==> src/rtl/du_pkg.sv <==
// Shared debug-unit definitions: dump FSM states, word geometry, default data-memory size
// and the byte-select / checksum helpers used by the memory dump path.
package du_pkg;

  localparam int BYTES_PER_WORD = 32'sd4;
  localparam int DU_MEM_BYTES   = 32'sd256;

  typedef enum logic [2:0] {
    IDLE  = 3'd0,
    LOAD  = 3'd1,
    SEND  = 3'd2,
    TRAIL = 3'd3,
    DONE  = 3'd4
  } du_state_e;

  // Little-endian byte select: index 0 is the least significant byte.
  function automatic logic [7:0] word_byte(input logic [31:0] word, input logic [1:0] idx);
    logic [7:0] b;
    case (idx)
      2'd0:    b = word[7:0];
      2'd1:    b = word[15:8];
      2'd2:    b = word[23:16];
      2'd3:    b = word[31:24];
      default: b = 8'd0;
    endcase
    return b;
  endfunction

  function automatic logic [7:0] checksum_step(input logic [7:0] acc, input logic [7:0] data);
    return acc ^ data;
  endfunction

endpackage

==> src/rtl/du_word_serializer.sv <==
// Loads a 32-bit word and presents its bytes LSB-first on a valid/ready byte stream.
// A single-byte load presents only the low byte (used for the checksum trailer).
module du_word_serializer
  import du_pkg::*;
(
  input  logic        i_clk,
  input  logic        i_reset,
  input  logic        i_load,
  input  logic        i_single,
  input  logic [31:0] i_word,
  input  logic        i_ready,
  output logic [7:0]  o_data,
  output logic        o_valid,
  output logic        o_last_acc
);

  logic [31:0] word_r;
  logic [1:0]  idx_r;
  logic [7:0]  data_r;
  logic        valid_r;
  logic        accept_s;

  assign accept_s   = valid_r & i_ready;
  assign o_last_acc = accept_s & (idx_r == 2'd3);
  assign o_data     = data_r;
  assign o_valid    = valid_r;

  // Byte sequencing: a load wins, otherwise advance only when the byte is accepted
  always_ff @(posedge i_clk) begin
    if (i_reset) begin
      word_r  <= 32'd0;
      idx_r   <= 2'd0;
      data_r  <= 8'd0;
      valid_r <= 1'b0;
    end else if (i_load) begin
      word_r  <= i_word;
      data_r  <= i_word[7:0];
      valid_r <= 1'b1;
      idx_r   <= i_single ? 2'd3 : 2'd0;
    end else if (accept_s) begin
      if (idx_r == 2'd3) begin
        valid_r <= 1'b0;
      end else begin
        idx_r  <= idx_r + 2'd1;
        data_r <= word_byte(word_r, idx_r + 2'd1);
      end
    end
  end

endmodule

==> src/rtl/du_mem_dump.sv <==
// Debug-unit data memory dump: walks memory word by word and streams it as bytes to the DU TX path.
// Optional checksum trailer byte (XOR of all data bytes) enabled by defining DU_DUMP_CHECKSUM_EN.
module du_mem_dump
  import du_pkg::*;
#(
  parameter int MEM_BYTES = DU_MEM_BYTES,
  parameter int ADDR_W    = 32,
  parameter int DATA_W    = 32
) (
  input  logic              i_clk,
  input  logic              i_reset,
  input  logic              i_start,
  output logic [ADDR_W-1:0] o_du_mem_addr,
  input  logic [DATA_W-1:0] i_du_mem_data,
  output logic [7:0]        o_tx_data,
  output logic              o_tx_valid,
  input  logic              i_tx_ready,
  output logic              o_busy,
  output logic              o_done
);

  localparam logic [ADDR_W-1:0] LAST_ADDR = ADDR_W'(MEM_BYTES - BYTES_PER_WORD);
  localparam logic [ADDR_W-1:0] ADDR_STEP = ADDR_W'(BYTES_PER_WORD);

  du_state_e         state_r;
  du_state_e         next_state_s;
  logic [ADDR_W-1:0] addr_r;
  logic              busy_r;
  logic              done_r;
  logic              load_s;
  logic              single_s;
  logic [31:0]       load_word_s;
  logic              last_acc_s;
  logic              at_last_s;

  assign at_last_s = (addr_r == LAST_ADDR);

`ifdef DU_DUMP_CHECKSUM_EN
  logic [7:0] acc_r;
  logic [7:0] acc_next_s;
  assign acc_next_s = checksum_step(acc_r, o_tx_data);
`endif

  // Next-state logic and serializer load control
  always_comb begin
    next_state_s = state_r;
    load_s       = 1'b0;
    single_s     = 1'b0;
    load_word_s  = i_du_mem_data[31:0];
    case (state_r)
      IDLE: begin
        if (i_start) next_state_s = LOAD;
        else         next_state_s = IDLE;
      end
      LOAD: begin
        next_state_s = SEND;
        load_s       = 1'b1;
      end
      SEND: begin
        if (last_acc_s) begin
          if (at_last_s) begin
`ifdef DU_DUMP_CHECKSUM_EN
            // Trailer is loaded on the same edge that retires the last data byte
            next_state_s = TRAIL;
            load_s       = 1'b1;
            single_s     = 1'b1;
            load_word_s  = {24'd0, acc_next_s};
`else
            next_state_s = DONE;
`endif
          end else begin
            next_state_s = LOAD;
          end
        end else begin
          next_state_s = SEND;
        end
      end
      TRAIL: begin
        if (last_acc_s) next_state_s = DONE;
        else            next_state_s = TRAIL;
      end
      DONE:    next_state_s = IDLE;
      default: next_state_s = IDLE;
    endcase
  end

  // State register, word address walk and status flags
  always_ff @(posedge i_clk) begin
    if (i_reset) begin
      state_r <= IDLE;
      addr_r  <= {ADDR_W{1'b0}};
      busy_r  <= 1'b0;
      done_r  <= 1'b0;
    end else begin
      state_r <= next_state_s;
      busy_r  <= (next_state_s != IDLE);
      done_r  <= (next_state_s == DONE);
      if (state_r == SEND && last_acc_s && !at_last_s) begin
        addr_r <= addr_r + ADDR_STEP;
      end else if (state_r == IDLE || state_r == DONE) begin
        addr_r <= {ADDR_W{1'b0}};
      end
    end
  end

`ifdef DU_DUMP_CHECKSUM_EN
  // Running XOR of every accepted data byte of the current dump
  always_ff @(posedge i_clk) begin
    if (i_reset) begin
      acc_r <= 8'd0;
    end else if (state_r == IDLE) begin
      acc_r <= 8'd0;
    end else if (state_r == SEND && o_tx_valid && i_tx_ready) begin
      acc_r <= acc_next_s;
    end
  end
`endif

  du_word_serializer u_ser (
    .i_clk      (i_clk),
    .i_reset    (i_reset),
    .i_load     (load_s),
    .i_single   (single_s),
    .i_word     (load_word_s),
    .i_ready    (i_tx_ready),
    .o_data     (o_tx_data),
    .o_valid    (o_tx_valid),
    .o_last_acc (last_acc_s)
  );

  assign o_du_mem_addr = addr_r;
  assign o_busy        = busy_r;
  assign o_done        = done_r;

endmodule
==> config.mk <==
export PLATFORM = sky130hd
export DESIGN_NAME = du_mem_dump
export DESIGN_NICKNAME = d
export VERILOG_FILES = /design/src/rtl/du_pkg.sv /design/src/rtl/du_word_serializer.sv /design/src/rtl/du_mem_dump.sv
export SDC_FILE = /design/constraint.sdc
export NUM_CORES = 1
export LEC_CHECK = 0
export ABC_AREA = 1
export BUFFER_PORTS_ARGS = -buffer_cell sky130_fd_sc_hd__buf_2
export CORE_MARGIN = 5
export CORE_UTILIZATION = 30
export CTS_CLUSTER_SIZE = 24
export DETAILED_ROUTE_END_ITERATION = 7
export PLACE_DENSITY = 0.5
export SLEW_MARGIN = 20
export SYNTH_ARGS = -nofsm -noshare
export SYNTH_HDL_FRONTEND = slang
export SYNTH_HIERARCHICAL = 1
export SYNTH_SLANG_ARGS = --single-unit
export TNS_END_PERCENT = 50
==> constraint.sdc <==
create_clock -name i_clk -period 4 [get_ports i_clk]
set_input_delay 1.2 -clock i_clk [delete_from_list [all_inputs] [get_ports i_clk]]
set_output_delay 1.2 -clock i_clk [all_outputs]
set_load 0.01 [all_outputs]
Word level (Yosys, flattened, before mapping)
Cells that the tools add are included.
W data, S select, Z words.
{"block": "word_totals", "reg_bits": 80, "inputBits": 36, "out_inout_bits": 43, "wordCells": 53}
{"block": "classes", "n_addsub": 2, "eq_ne": 11, "n_mux": 15, "bitwise_logic": 3, "n_reduce_logical": 14}
{"cell": "$mux W32", "count": 2}
{"cell": "$add A32 B3 Y32 const B", "count": 1}
{"cell": "$eq A32 B8 Y1 const B", "count": 1}
{"cell": "$pmux W8 S4", "count": 1}
{"cell": "$mux W8", "count": 3}
{"cell": "$pmux W3 S4", "count": 1}
{"cell": "$mux W3", "count": 3}
{"cell": "$eq A2 B2 Y1 const B", "count": 3}
{"cell": "$eq A3 B2 Y1 const B", "count": 2}
{"cell": "$eq A3 B3 Y1 const B", "count": 2}
{"cell": "$reduce_and A2 Y1", "count": 3}
{"cell": "$reduce_bool A2 Y1", "count": 3}
{"cell": "$mux W1", "count": 5}
{"cell": "$eq A3 B1 Y1 const B", "count": 1}
{"cell": "$logic_not A3 Y1", "count": 1}
{"cell": "$reduce_bool A3 Y1", "count": 1}
{"cell": "$add A2 B1 Y2 const B", "count": 1}
{"cell": "$and A1 B1 Y1", "count": 2}
{"cell": "$eq A2 B1 Y1 const B", "count": 1}
{"cell": "$logic_and A1 B1 Y1", "count": 2}
{"cell": "$logic_not A2 Y1", "count": 1}
{"cell": "$ne A2 B2 Y1 const B", "count": 1}
{"cell": "$reduce_or A2 Y1", "count": 1}
{"cell": "$logic_not A1 Y1", "count": 1}
{"cell": "2 further kinds", "count": 2}

Depth between registers and ports, before layout
Gate-level depths: netlist of the first run.
{"block": "logic_depth", "depth_word": 6, "mapped_depth": 12, "mapped_depth_nobuf": 11}

By module
The synthesis of the first run kept the hierarchy.
{"mod": "du_mem_dump", "instances": 1, "cells_per_inst": 407, "area_each_um2": 2402.3, "seq_area_each_um2": 700.7}
{"mod": "du_word_serializer", "instances": 1, "cells_per_inst": 286, "area_each_um2": 2023.2, "seq_area_each_um2": 860.8}

Worst setup path before layout of the first run
Ideal clock, no wire load.
{"block": "synth_timing", "path_type": "input -> register", "start": "input port i_tx_ready", "end": "register addr_r[10] (netlist: o_du_mem_addr[10])", "setup_time_ns": 0.070, "t_arrival_ns": 2.186, "t_required_ns": 3.930, "slack_ns": 1.743, "path_stages": 8, "n_path_buf": 2, "cell_sequence": "nand2_1 nor2_1 nand4_1 nor2_2 buf_6 buf_6 nand2_1 a21oi_1"}
{"block": "synth_between", "elab_chain_cells": 5, "word_cells_on_any_way": 6, "classes_between": "mux (1); bitwise (2); reduce/logical (3)"}
{"item": "start: declaration", "line": "du_mem_dump.sv:17", "source": "input logic i_tx_ready,"}
{"item": "$and A1 B1 Y1 *", "line": "du_word_serializer.sv:23", "source": "assign accept_s = valid_r & i_ready;"}
{"item": "$and A1 B1 Y1 *", "line": "du_word_serializer.sv:24", "source": "assign o_last_acc = accept_s & (idx_r == 2'd3);"}
{"item": "named net last_acc_s", "line": "du_mem_dump.sv:33", "source": "logic last_acc_s;"}
{"item": "$logic_and A1 B1 Y1 * (2 in series)", "line": "du_mem_dump.sv:98", "source": "if (state_r == SEND && last_acc_s && !at_last_s) begin"}
{"item": "$mux W32 or $reduce_bool A2 Y1 (tied branches)"}
{"item": "end signal: assignment", "line": "du_mem_dump.sv:91", "source": "addr_r <= {ADDR_W{1'b0}};"}
{"item": "end signal: assignment", "line": "du_mem_dump.sv:99", "source": "addr_r <= addr_r + ADDR_STEP;"}
{"item": "end signal: assignment", "line": "du_mem_dump.sv:101", "source": "addr_r <= {ADDR_W{1'b0}};"}
{"item": "end: declaration", "line": "du_mem_dump.sv:27", "source": "logic [ADDR_W-1:0] addr_r;"}
The timed path passes the listed nets; every way through them passes the cells marked *.
A chain may end at the register's enable or synchronous reset.

Worst setup path after layout of the first run
{"block": "layout_timing", "start": "input port i_tx_ready", "end": "register addr_r[20] (netlist: o_du_mem_addr[20])"}
The elaborated chain is that of the path after synthesis.

==> out/results.txt, run 1 <==
Crit Path Class = input pin to register
Max Cap Viol = 0
Cell Pwr Density = 355.7 nW/um^2
Yosys cell types = 34
Hpwl dp = 9.197 mm
Iteration-0 DRC Markers = 364
Ant. Diodes = 0
Worst vdd ir = 0.1901 mV
Final ANT Viol Nets = 0
Synth Register Bits = 78
Drt drc = 0
Clk_lat worst skew = 0.35 ns
Reg2reg path depth = 8
CTS Buffer Depth = 2
Core Region = 14480 um^2
Die W = 131.5 um
Hold Crit Class = register to register
Avg Vias per Cell = 4.632
Synth Cell Area = 4425 um^2
Starting Density = 0.3057
Layout Utilization = 0.3546
Crit Reg-Reg Startpoint = u_ser/idx_r[0]$_SDFFE_PP0P_
CTS Hold Bufs = 0
Ys flop type = dfxtp_1
FP Rows = 44
Cts repair resizes = 0
Status = finished clean
Port bufs = 76
Slew @ Worst Pin = 0.7356 ns
Asr flop ratio synth = 0
# setup viols final = 0
Fin area = 5135 um^2
CTS tree = built
Post-CTS Setup Repair Bufs = 0
Total number of vias = 4377
Fin crit period = 2.370 ns
Final nets = 798
Clock slew seen by the registers of the worst setup and hold paths = 0.07 ns
Area growth syn-to-layout = 16.03%
Static Leakage = 2.236 nW
Ratio of cells with drive above 1 in the final layout = 0.1695
Vias in the first global route = 4225
Total power = 1.827 mW
Crit path required time = 4.28 ns
Final Hold Viols = 0
Total gr overflow = 0
Num ports = 79
Period utilisation layout = 0.5925
Endpoint type of the worst setup path = register
Fill count = 1624
Critical Path AT = 2.65 ns
Initial antenna violation count = 0
Root Buffer Master = clkbuf_16
RSZ-0062 raised after global routing = false
Drt wl/cell = 13.43 um
CTS sink cnt = 78
Post-DP Area = 4852 um^2
Crit path launch type = input pin
Relative slew margins = 0.5091
Post-synth EDFFs = 0
CTS H-tree depth = 3
Pin count of the biggest net entering global routing = 40
Worst R2R Setup Slack = 1.83 ns
Yosys warns = 6
GPL Wtd Cong = 0.8559
Routed Wire Length = 12.69 mm
Die ar. = 17280 um^2
Max Slew Vio Count = 0
Syn Inst Count = 693
Max Clk Rate = 422.0 MHz
CP endpoint = o_du_mem_addr[20]$_SDFFE_PP0P_
Syn avg cell area = 6.386 um^2
CP Max Fanout = 39
Drt first pass iters = 4
CTS Buf Count = 9
Setup crit start = i_tx_ready
Worst Skew = 0.008713 ns
Sequential fraction of the synthesis area = 0.3528
Gr usage total = 0.1485
Post-Route Setup TNS = 0 ns
R2r endpoint = o_du_mem_addr[20]$_SDFFE_PP0P_
First-pass GRT wire length = 21.30 mm
Die extent in y = 131.5 um
==> kinds of logic after synthesis <==
family,share of synthesized area
adder cells (fa/ha/maj),0.01696
other,0.0008474
XOR/XNOR,0.01188
AND/OR/NAND/NOR,0.4020
buffers and inverters,0.1145
flip-flops,0.3528
AO/OA/AOI/OAI,0.1009
==> cells in the mapped netlist (all sizes together) (6+ instances only) <==
library cell | instances | share of area
inv | 74 | 0.064
o21ai | 7 | 0.0079
nor3 | 12 | 0.016
nand3 | 68 | 0.077
dfxtp | 78 | 0.35
ha | 6 | 0.017
nand2 | 244 | 0.21
nor2 | 81 | 0.075
nand4 | 9 | 0.013
clkbuf | 9 | 0.0076
buf | 20 | 0.041
a21oi | 67 | 0.084
==> through the flow <==
| stage | instances | hold slack (ns) | setup slack [ns] |
|---|---|---|---|
| finish | 945 | 0.4623 | 1.630 |
| detailed placement | 929 | 0.4542 | 1.249 |
| CTS | 945 | 0.4659 | 1.604 |
| global route | 945 | 0.4786 | 1.475 |
| floorplan | 695 | 0.4392 | 1.743 |
| global placement | 929 | 0.4488 | 1.271 |
==> how the worst min path moves through the flow <==
stage,startpoint,to,slack (ns),cells after the start
2_1_floorplan,u_ser/word_r[12]$_SDFFE_PP0P_,u_ser/word_r[12]$_SDFFE_PP0P_,0.44,2
6_report,u_ser/word_r[30]$_SDFFE_PP0P_,u_ser/word_r[30]$_SDFFE_PP0P_,0.46,2
5_1_grt,u_ser/word_r[12]$_SDFFE_PP0P_,u_ser/word_r[12]$_SDFFE_PP0P_,0.48,2
3_5_place_dp,u_ser/word_r[23]$_SDFFE_PP0P_,u_ser/word_r[23]$_SDFFE_PP0P_,0.45,2
4_1_cts,u_ser/word_r[12]$_SDFFE_PP0P_,u_ser/word_r[12]$_SDFFE_PP0P_,0.47,2
3_3_place_gp,u_ser/word_r[13]$_SDFFE_PP0P_,u_ser/word_r[13]$_SDFFE_PP0P_,0.45,2
==> worst max-delay path, stage by stage <==
cell and delay [ns]:
buf_2 0.08, nand2_1 0.13, nor2_1 0.22, nand4_1 0.20, nor2_2 0.13, buf_4 0.36
nand3_1 0.14, a21oi_1 0.17
==> sequential cells by signal, summed over array words and instances (netlist names) <==
register,count
u_ser/word_r,32
o_busy,1
o_du_mem_addr,30
o_done,1
u_ser/idx_r,2
u_ser/o_valid,1
state_r,3
u_ser/o_data,8
==> routing by layer <==
| metal | share of wire | track usage | up-vias |
|---|---|---|---|
| li1 | - | - | 2299 |
| met5 | 0 | 0 | - |
| met2 | 0.45 | 0.2336 | 105 |
| met3 | 0.052 | 0.03593 | 14 |
| met1 | 0.48 | 0.2014 | 1959 |
| met4 | 0.015 | 0.04629 | 0 |
==> cell usage in the layout (no fill, tap or decap), types with 2 or more instances in the layout <==
cell type	count
nand2_1	236
dfxtp_1	78
buf_2	76
inv_1	71
nor2_1	71
nand3_1	68
a21oi_1	57
nor3_1	10
a21oi_2	10
nand4_1	9
nor2_2	9
clkbuf_16	9
o21ai_0	7
ha_1	6
nand2_2	5
xnor2_1	3
xor2_1	3
a21boi_0	3
conb_1	3
buf_4	3
nand2_4	3
clkinv_1	2
nor3_2	2
nand3b_1	2
inv_8	2
inv_6	2
clkinvlp_4	2
inv_2	2
==> layout make-up <==
class | instances | area [um^2] | share of cell area
clock buffer | 9 | 225.2 | 0.04386
clock inverter | 7 | 57.56 | 0.01121
inverter | 76 | 292.8 | 0.05702
multi-input combinational | 512 | 2365 | 0.4605
sequential | 78 | 1562 | 0.3041
tap | 184 | 230.2 | 0.04483
timing repair buffer | 79 | 402.9 | 0.07846
==> power by group <==
group	internal, mW	switching [mW]	total [mW]	leakage (nW)
Combinational	0.0675	0.136	0.204	1.47
Clock	0.429	0.368	0.797	0.134
Sequential	0.809	0.0164	0.826	0.633
Total	1.31	0.521	1.83	2.24
Power figures use the tool's default switching activity.
==> run 2, diff against run 1 <==
Clock period 4 ns to 2.4 ns, I/O delays scaled along.
==> run 2 against run 1 <==
Net effect:
- sequential share of layout area is 0.37 points lower
- routed wire length is essentially flat
- design area up 1.2%
- sequential power is 67% higher
- clock power rose by 74%
- combinational power increased by 71%
- largest cell class unchanged
==> out/results.txt, run 2 (synthesis results as in run 1) <==
Clock slew seen by the registers of the worst setup and hold paths = 0.07 ns
Ratio of cells with drive above 1 in the final layout = 0.1715
Ant. Diodes = 0
Largest register FFs = 32
Avg Vias per Cell = 4.731
Post-DP Area = 4900 um^2
Die W = 131.5 um
CP endpoint = o_du_mem_addr[28]$_SDFFE_PP0P_
Area growth syn-to-layout = 17.47%
Vias in the first global route = 4308
Pin count of the biggest net entering global routing = 49
Gr usage total = 0.1507
Reg2reg path depth = 10
CTS tree = built
Cts repair resizes = 0
Routed Wire Length = 12.69 mm
CTS H-tree depth = 3
Setup crit start = o_du_mem_addr[2]$_SDFFE_PP0P_
R2r endpoint = o_du_mem_addr[28]$_SDFFE_PP0P_
CP Max Fanout = 5
Slowest CP cell = dfxtp_1
Drt first pass iters = 4
Critical Path AT = 2.32 ns
Crit Path Class = register to register
Num ports = 79
Worst R2R Setup Slack = 0.32 ns
Hpwl dp = 9.368 mm
CTS Buf Count = 9
Status = finished clean
Total gr overflow = 0
Post-Route Setup TNS = 0 ns
Worst vdd ir = 0.3339 mV
Root Buffer Master = clkbuf_16
Post-route insts no fill = 948
Period utilisation layout = 0.8665
Endpoint type of the worst setup path = register
CTS sink cnt = 78
Worst Setup Slack post-DPL = 0.2455 ns
Max Cap Viol = 0
CTS Hold Bufs = 0
GPL Wtd Cong = 0.8631
Final Hold Viols = 0
Layout Utilization = 0.3591
Iteration-0 DRC Markers = 276
Fin area = 5199 um^2
Die extent in y = 131.5 um
CTS Buffer Depth = 2
Relative slew margins = 0.4898
Fin crit period = 2.079 ns
Crit Reg-Reg Startpoint = o_du_mem_addr[2]$_SDFFE_PP0P_
Total number of vias = 4485
Port bufs = 76
RSZ-0062 raised after global routing = false
Drt wl/cell = 13.39 um
Initial antenna violation count = 0
Core Region = 14480 um^2
Hold Crit Class = register to register
Crit path required time = 2.64 ns
Final setup margin = 0.3205 ns
Cell mode on critical path = nand2_1
Slew @ Worst Pin = 0.7645 ns
CP Cell Sequence = ha_1, nand2_1, nor2_1, nand2_1, nor2_2, nand3_1, nor2_2, nand3_1, nand2_1, nor2_1
Max stage delay on crit path = 0.42 ns
Final ANT Viol Nets = 0
Starting Density = 0.3057
Max Clk Rate = 480.9 MHz
Cell Pwr Density = 598.8 nW/um^2
Commonest non-fill, non-tap cell in the layout = nand2_1
Drt drc = 0
Fill count = 1612
Final nets = 801
Max Slew Vio Count = 0
Commonest cells after routing, fill and taps aside = nand2_1, dfxtp_1, buf_2
Clk_lat worst skew = 0.35 ns
Crit path launch type = register
FP Rows = 44
Register with the most flip-flops = u_ser/word_r
Worst Skew = 0.009165 ns
First-pass GRT wire length = 21.60 mm
Die ar. = 17280 um^2
Static Leakage = 2.259 nW
# placed instances = 932
# setup viols final = 0
Post-CTS Setup Repair Bufs = 0
[run 2: cell count changes in the layout (fill, tap and decap cells not counted)]
cell	delta
bufinv_16	+1
buf_12	+2
inv_8	-1
clkbuf_1	+1
clkinv_2	-1
clkinvlp_4	+1
buf_4	+1
inv_6	-1
[run 2: metrics by stage]
| step | power (mW) | hold WS (ns) |
|---|---|---|
| CTS | 3.169 | 0.4684 |
| floorplan | 1.658 | 0.4392 |
| detailed placement | 1.758 | 0.4565 |
| global placement | 1.753 | 0.4480 |
| global route | 3.282 | 0.4767 |
| finish | 3.113 | 0.4647 |
[run 2: routing by layer]
metal / track usage / vias to the layer above / share of wire
li1: - / 2308 / -
met1: 0.2003 / 2055 / 0.48
met2: 0.2384 / 103 / 0.45
met3: 0.04167 / 19 / 0.054
met4: 0.04629 / 0 / 0.017
met5: 0 / - / 0
[run 2: how the worst min path moves through the flow]
stage | slack [ns] | startpoint | cells after the start | to
after CTS | 0.47 | u_ser/word_r[13]$_SDFFE_PP0P_ | 2 | u_ser/word_r[13]$_SDFFE_PP0P_
after floorplan | 0.44 | u_ser/word_r[12]$_SDFFE_PP0P_ | 2 | u_ser/word_r[12]$_SDFFE_PP0P_
final | 0.46 | u_ser/word_r[14]$_SDFFE_PP0P_ | 2 | u_ser/word_r[14]$_SDFFE_PP0P_
after global routing | 0.48 | u_ser/word_r[14]$_SDFFE_PP0P_ | 2 | u_ser/word_r[14]$_SDFFE_PP0P_
after global placement | 0.45 | u_ser/word_r[12]$_SDFFE_PP0P_ | 2 | u_ser/word_r[12]$_SDFFE_PP0P_
after detailed placement | 0.46 | u_ser/word_r[8]$_SDFFE_PP0P_ | 2 | u_ser/word_r[8]$_SDFFE_PP0P_
[run 2: where the power goes]
part	internal, mW	leakage [nW]	switching (mW)
clock network	0.811	0.135	0.576
logic	0.120	1.49	0.228
registers	1.35	0.633	0.0279
[run 2: area by class of cell]
| class | count | area, um^2 | share of cell area |
|---|---|---|---|
| multi-input combinational | 512 | 2365 | 0.4549 |
| tap | 184 | 230.2 | 0.04428 |
| clock inverter | 6 | 70.07 | 0.01348 |
| sequential | 78 | 1562 | 0.3004 |
| timing repair buffer | 82 | 450.4 | 0.08664 |
| clock buffer | 10 | 229.0 | 0.04404 |
| inverter | 76 | 292.8 | 0.05632 |
[run 2: worst max-delay path: cells and delay by family, from the launching register on]
kind,cells,cell delay (ns)
adder cells (fa/ha/maj),1,0.29
flip-flops,1,0.42
AND/OR/NAND/NOR,9,1.27
